## src/rtl/if_insn_queue.sv

```systemverilog
// if_insn_queue: prefetch FIFO between the IF/ID register and ID, letting IF run ahead while ID stalls.
module if_insn_queue #(
    parameter int DEPTH = 4,
    parameter int PTR_W = 2
) (
    input  logic             clk,
    input  logic             rst,
    input  logic [29:0]      if_pc,
    input  logic [31:0]      if_insn,
    input  logic             if_en,
    input  logic             if_stall,
    input  logic             flush,
    input  logic             id_stall,
    output logic [29:0]      q_pc,
    output logic [31:0]      q_insn,
    output logic             q_en,
    output logic             q_stall,
    output logic [PTR_W:0]   q_count,
    output logic             q_ovf
);
    logic [61:0]      mem [DEPTH];
    logic [PTR_W-1:0] wr_ptr, rd_ptr;
    logic [PTR_W:0]   count;
    logic             fresh, push, pop, full, wr;

    assign full    = count == (PTR_W+1)'(DEPTH);
    assign q_en    = count != '0;
    assign push    = fresh & if_en & ~flush;
    assign pop     = q_en & ~id_stall & ~flush;
    // a push into a full queue only lands if a slot frees on the same edge
    assign wr      = push & (~full | pop);
    assign q_stall = count >= (PTR_W+1)'(DEPTH-1);
    assign q_count = count;
    assign q_pc    = q_en ? mem[rd_ptr][61:32] : '0;
    assign q_insn  = q_en ? mem[rd_ptr][31:0]  : '0;

    always_ff @(posedge clk)
        if (wr) mem[wr_ptr] <= {if_pc, if_insn};

    always_ff @(posedge clk or negedge rst) begin
        if (!rst) begin
            wr_ptr <= '0;
            rd_ptr <= '0;
            count  <= '0;
            fresh  <= 1'b0;
            q_ovf  <= 1'b0;
        end else if (flush) begin
            wr_ptr <= '0;
            rd_ptr <= '0;
            count  <= '0;
            fresh  <= 1'b0;
        end else begin
            fresh <= ~if_stall;
            if (wr) wr_ptr <= wr_ptr + 1'b1;
            if (pop) rd_ptr <= rd_ptr + 1'b1;
            count <= (wr & ~pop) ? count + 1'b1 : (pop & ~wr) ? count - 1'b1 : count;
            if (push & ~wr) q_ovf <= 1'b1;
        end
    end
endmodule

```

## config.mk

```make
export PLATFORM = sky130hd
export DESIGN_NAME = if_insn_queue
export DESIGN_NICKNAME = d
export VERILOG_FILES = /design/src/rtl/if_insn_queue.sv
export SDC_FILE = /design/constraint.sdc
export NUM_CORES = 1
export LEC_CHECK = 0
export CORE_MARGIN = 5
export CORE_UTILIZATION = 50
export DETAILED_ROUTE_END_ITERATION = 6
export PLACE_DENSITY = 0.74
export SYNTH_ARGS = -nofsm -noshare
export SYNTH_HDL_FRONTEND = slang
export SYNTH_SLANG_ARGS = --single-unit
```

## constraint.sdc

```tcl
create_clock -name clk -period 4.2 [get_ports clk]
set_clock_uncertainty 0.05 [all_clocks]
set_input_delay 0.42 -clock clk [delete_from_list [all_inputs] [get_ports clk]]
set_output_delay 0.42 -clock clk [all_outputs]
set_load 0.01 [all_outputs]
```

==> results.ini, run 1 <==
[grt]
grt.total_usage = 0.170
grt_use_met2 = 0.281
grt_pass1_wl_microns = 29600
gr-total-overflow = 0
first_global_vias = 5306
globalRouteMet1Util = 0.234
grt_max_degree = 64
antenna_found_initial = 1
gr-usage-met3 = 0.0362
grt-busiest-layer = met2

[layout]
fillers = 1369
fin_nets = 677
syn_to_final_growth_pct = 24.5
fin_util = 0.635
antenna_cells = 0
final-seq-area_sq_mm = 0.00768
drive_gt1_frac = 0.178
multi_input_area_sq_mm = 0.00217

[floorplanning]
dieArea_sq_mm = 0.0229
std_cell_rows = 51
start_util = 0.511
core_area_sq_mm = 0.0196
die_width_microns = 151
pin_count = 136
die_h_microns = 151

[power_and_ir_drop]
p_leak_nw = 3.88
swShare = 0.222
peakVddDrop_uv = 386
p_clk_frac = 0.372
comb_power_share = 0.138
seq_power_share = 0.491
power_switching_mw = 1.31
p_int_mw = 4.61
power_density_mw_per_mm2 = 476

[drt]
via_count = 4841
drc = 0
drt_iter0_markers = 245
first_pass_iters = 7
ant_nets = 0
routedWlPerCell_microns = 21.3
wl_microns = 18900
viasPerCell = 5.45

[sta]
max_freq_mhz = 285
timing.final.hold_violations = 0
setup_viol = 0
finalMaxSlewViolations = 0
tightest_slew_ns = 0.978
post-route-min-period_ns = 3.51
relSlewSlack = 0.348
fin_tns_setup_ns = 0
period_share = 0.835
rsz0062_at_grt = no

[clock_tree]
numCtsBuffers = 27
clkSinkCount = 257
cts.hold.buffers_added = 0
cts_resized = 0
post_cts_buffers = 0
cts_htree_levels = 1
clockBufferDepth = 3
worstSkewPairLatency_ns = 0.52
clock-root-buffer = clkbuf_16
cts.clk_slew.worst_paths_ns = 0.06
tritoncts = done

[yosys]
synth_area_sq_mm = 0.0100
synth_nets = 534
yosysSeqAreaShare = 0.767
synth-seq-cells = 257
synth.avg_cell_area_sq_um = 21.7
yosysWarningCount = 0
yosys.cell_types.count = 36
synth_cells = 461

[place]
dp_hpwl_microns = 10800
place.gp.congestion = 0.759
portBuffers = 135

[worst_setup_path]
cp-end-kind = primary output
cp_cell_sequence = buf_12, mux4_2, nor2b_1, clkdlybuf4s50_1
cpMaxStageDelayCell = dfrtp_4
crit_type = reg -> out
critPathLaunchType = register
cpPeakStageDelay_ns = 1.05
arrival_ns = 3.04
path_max_fanout = 49
crit_required_ns = 3.73

[status]
status = finished clean

[flow_run]
drv_cap = 0

[worst_hold_path]
hold_path_class = in -> async

-- layer usage --
metal | part of all wire | vias up
met5 | 0.00037 | -
li1 | - | 2154
met2 | 0.49 | 166
met3 | 0.076 | 35
met4 | 0.020 | 2
met1 | 0.41 | 2484
-- cells by family (layout without fill, tap and decap cells) --
family	Yosys count	in the layout	synth area share
muxes	63	63	0.141
xor gates and xnor gates	3	3	0.00263
and+or+nand+nor	84	84	0.0520
adders and majority gates	5	5	0.00701
AOI/OAI and AO/OA	19	19	0.0126
buffers and inverters	30	192	0.0179
DFF	257	257	0.767
-- per-stage QoR --
step	total power, mW	hold slack, ns	instances	worst slack, ns	instance area (sq um)
after global placement	3.78	0.404	840	1.14	11600
after floorplan	3.35	0.0744	461	1.18	10000
after detailed placement	3.79	0.444	840	1.13	11600
after CTS	5.99	0.170	888	0.571	12400
final	5.92	0.172	888	0.695	12400
after global routing	6.15	0.199	888	0.455	12400
-- final cells by class --
cell class | count | area share
multi-input cells | 174 | 0.174
flip-flops and latches | 257 | 0.617
clock buffers | 31 | 0.0555
well taps | 265 | 0.0266
inverters | 5 | 0.00151
repair buffers | 139 | 0.114
clock inverters | 17 | 0.0114
-- final timing paths --
kind	startpoint	endpoint	slack, ns	cells past startpoint
worst max-delay path	rd_ptr[0]	q_insn[21]	0.69	4
worst min-delay path	rst	q_count[2]	0.17	1
worst max register to register	q_count[1]	mem[0][18]	1.49	3
worst min register to register	q_ovf	q_ovf	0.46	1
max in group asynchronous	rst	rd_ptr[1]	3.57	1
min in group clk	if_stall	fresh	0.40	2
-- flip-flops by register name, summed over array words and instances, names as in the netlist --
register and cells:
q_ovf 1, wr_ptr 2, mem 248, q_count 3
rd_ptr 2, fresh 1
-- synthesized netlist by cell type --
cell	n	share of area
a41o_1	1	0.0010
ha_1	4	0.0050
clkbuf_1	4	0.0015
o211ai_1	2	0.0015
inv_1	5	0.0019
fa_1	1	0.0020
nor2b_1	62	0.039
a211o_1	1	0.00088
nand2_1	2	0.00075
o21ai_0	4	0.0020
a21boi_0	1	0.00075
a21oi_1	4	0.0020
nor3_2	1	0.0010
nand2b_1	1	0.00063
nor4bb_1	1	0.0010
buf_4	1	0.00075
nand3_1	1	0.00050
nor2_1	5	0.0019
a311oi_1	1	0.00088
nor2_2	1	0.00063
and3b_1	2	0.0018
o22ai_1	1	0.00063
mux4_2	62	0.14
and2_1	4	0.0025
edfxtp_1	248	0.74
dfrtp_1	9	0.023
a31oi_1	1	0.00063
a32oi_1	1	0.00088
buf_6	6	0.0068
xnor2_1	3	0.0026
nor3b_1	1	0.00075
a21o_1	1	0.00075
buf_2	14	0.0070
or3_1	3	0.0019
o21a_1	1	0.00075
mux2i_1	1	0.0010
-- worst max-delay path, delay by kind of cell, from the launching register on --
kind                   cells  cell delay, ns
DFF                        1            1.05
and+or+nand+nor            1            0.15
muxes                      1            0.52
buffers and inverters      2            0.76
-- power groups by stage --
stage / Clock [mW] / Combinational [mW] / Sequential (mW)
after global placement: 0 / 0.817 / 2.96
final: 2.20 / 0.814 / 2.90
after global routing: 2.36 / 0.876 / 2.92
after CTS: 2.25 / 0.831 / 2.91
after detailed placement: 0 / 0.824 / 2.96
after floorplan: 0 / 0.449 / 2.90
-- cell usage in the layout, fill, tap and decap left out, types with 5 or more instances in the layout --
| cell | synthesis | final |
|---|---|---|
| clkbuf_16 | 0 | 27 |
| clkdlybuf4s50_1 | 0 | 135 |
| clkinv_1 | 0 | 7 |
| clkinv_2 | 0 | 6 |
| dfrtp_1 | 9 | 7 |
| edfxtp_1 | 248 | 248 |
| inv_1 | 5 | 5 |
| mux4_2 | 62 | 62 |
| nor2_1 | 5 | 5 |
| nor2b_1 | 62 | 62 |
No activity file was read; power rests on OpenSTA's default activity.
==> run 2: changes to the inputs <==
Settings changed: CORE_UTILIZATION 50 to 49, PLACE_DENSITY 0.74 to 0.75.
Clock period 4.2 ns to 2.9 ns, I/O delays scaled along.
==> results.ini, run 2 (synthesis gave the netlist of run 1 again) <==
[layout]
top_register = mem  ; unchanged
layout.cells.non_filler = 908  ; was 888
fin_nets = 694  ; was 677
syn_to_final_growth_pct = 26.6  ; was 24.5%
final_common_cell = edfxtp_1  ; unchanged
fillers = 1409  ; was 1369
mostFrequentLayoutCells = edfxtp_1, clkdlybuf4s50_1, mux4_2, nor2b_1, clkbuf_16  ; unchanged
drive_gt1_frac = 0.204  ; was 0.178
largest_register_ffs = 248  ; unchanged
antenna_cells = 0  ; unchanged

[floorplanning]
start_util = 0.496  ; was 0.511
dieArea_sq_mm = 0.0234  ; was 0.0229 sq mm
std_cell_rows = 52  ; was 51
die_h_microns = 153  ; was 151 microns
core_area_sq_mm = 0.0202  ; was 0.0196 sq mm
pin_count = 136  ; unchanged
die_width_microns = 153  ; was 151 microns

[sta]
timing.final.hold_violations = 0  ; unchanged
fin_tns_setup_ns = 0  ; unchanged
finalMaxSlewViolations = 0  ; unchanged
setup_viol = 0  ; unchanged
post-route-min-period_ns = 2.81
max_freq_mhz = 355
relSlewSlack = 0.681  ; was 0.348
tightest_slew_ns = 0.478  ; was 0.978 ns
rsz0062_at_grt = no  ; unchanged
period_share = 0.970

[worst_setup_path]
cp_cell_sequence = clkbuf_16, mux4_2, nor2b_1, clkdlybuf4s50_1  ; was buf_12, mux4_2, nor2b_1, clkdlybuf4s50_1
cpPeakStageDelay_ns = 0.57  ; was 1.05 ns
cpMaxStageDelayCell = dfrtp_4  ; unchanged
cp-end-kind = primary output  ; unchanged
r2r_slack_ns = 0.32  ; was 1.49 ns
r2r_start = q_count[1]  ; unchanged
reg2reg_depth = 8  ; was 3
timing.rr.end = q_count[2]  ; was mem[0][18]
crit_required_ns = 2.56  ; was 3.73 ns
worst-path-buf-inv = 2  ; unchanged
cp_top_family = buffers and inverters  ; was flip-flops
arrival_ns = 2.47  ; was 3.04 ns
path_max_fanout = 11  ; was 49
crit_type = reg -> out  ; unchanged
critPathLaunchType = register  ; unchanged

[flow_run]
drv_cap = 0  ; unchanged

[worst_hold_path]
hold_path_class = in -> async  ; unchanged

[drt]
via_count = 4902  ; was 4841
wl_microns = 19100  ; was 18900 microns
routedWlPerCell_microns = 21.0  ; was 21.3 microns
drt_iter0_markers = 333  ; was 245
ant_nets = 0  ; unchanged
first_pass_iters = 4  ; was 7
drc = 0  ; unchanged
viasPerCell = 5.40  ; was 5.45

[place]
placedCellCount = 859  ; was 840
portBuffers = 135  ; unchanged
dp_hpwl_microns = 11800  ; was 10800 microns
place.gp.congestion = 0.761  ; was 0.759

[clock_tree]
tritoncts = done  ; unchanged
clockBufferDepth = 3  ; unchanged
clkSinkCount = 257  ; unchanged
cts.clk_slew.worst_paths_ns = 0.06  ; about the same
worstSkewPairLatency_ns = 0.50  ; was 0.52 ns
cts.hold.buffers_added = 0  ; unchanged
cts_htree_levels = 1  ; unchanged
clock-root-buffer = clkbuf_16  ; unchanged
numCtsBuffers = 25  ; was 27

[grt]
antenna_found_initial = 1  ; unchanged
first_global_vias = 5420  ; was 5306
grt_max_degree = 34  ; was 64
grt.total_usage = 0.163  ; was 0.170
grt_pass1_wl_microns = 30200  ; was 29600 microns
gr-total-overflow = 0  ; unchanged

[status]
status = finished clean  ; unchanged

[power_and_ir_drop]
p_leak_nw = 4.01  ; was 3.88 nW
peakVddDrop_uv = 534  ; was 386 uV
power_density_mw_per_mm2 = 661  ; was 476 mW/mm^2

==> run 2: worst max-delay path by stage <==
| stage | start | to | cells past startpoint |
|---|---|---|---|
| after floorplan | q_count[1] | mem[0][0] | 4 |
| after global placement | id_stall | q_count[2] | 8 |
| after detailed placement | id_stall | q_count[2] | 8 |
| after CTS | rd_ptr[0] | q_insn[25] | 4 |
| after global routing | rd_ptr[0] | q_pc[16] | 4 |
| final | rd_ptr[0] | q_pc[16] | 4 |
==> run 2: area by class of cell <==
type                            instances  area [sq um]  share of cell area
Clock buffer                           29           641              0.0506
Inverter                                5          18.8             0.00148
Clock inverter                         15           109             0.00860
Sequential cell                       257          7680               0.607
Multi-Input combinational cell        174          2170               0.171
Tap cell                              270           338              0.0267
Timing Repair Buffer                  158          1710               0.135
==> run 2: stage by stage <==
| step | hold WS [ns] | utilization | cell area, sq um | total power [mW] | worst slack [ns] |
|---|---|---|---|---|---|
| 6_report | 0.0635 | 0.628 | 12700 | 8.37 | 0.0860 |
| 5_1_grt | 0.0779 | 0.628 | 12700 | 8.72 | 0.00504 |
| 4_1_cts | 0.0491 | 0.625 | 12600 | 8.46 | 0.00152 |
| 3_5_place_dp | 0.432 | 0.587 | 11800 | 5.50 | 0.187 |
| 3_3_place_gp | 0.408 | 0.587 | 11800 | 5.48 | 0.300 |
| 2_1_floorplan | -0.0556 | - | 10000 | 4.85 | 0.542 |
==> run 2: per-layer routing <==
metal | vias up | share of wire | global-route usage | routed length, microns
met2 | 183 | 0.50 | 0.275 | 9570
met1 | 2491 | 0.41 | 0.215 | 7790
met4 | 2 | 0.020 | 0.0348 | 372
met3 | 38 | 0.069 | 0.0450 | 1320
met5 | - | 0.00068 | 0 | 13
li1 | 2188 | - | - | -
==> run 2: power breakdown <==
| part | switching (mW) | total [mW] | internal (mW) |
|---|---|---|---|
| sequential | 0.0427 | 4.15 | 4.11 |
| clock | 1.26 | 2.94 | 1.67 |
| combinational | 0.564 | 1.28 | 0.717 |
| total | 1.87 | 8.37 | 6.50 |
==> run 2: worst register-to-register path: stages (launching register included) <==
cell and delay (ns):
dfrtp_1 0.50, nor2_2 0.30, a311oi_1 0.16, o21a_1 0.15, fa_1 0.38, nor4bb_1 0.38
nand2_1 0.14, a211o_1 0.30, o211ai_1 0.11
==> run 2: timing repair <==
action / in CTS / in global routing
setup endpoints to repair: 52 / 27
resized for setup: 2 / 5
pin swaps: 0 / 0
setup buffers: 2 / 2
cloned: 0 / 1
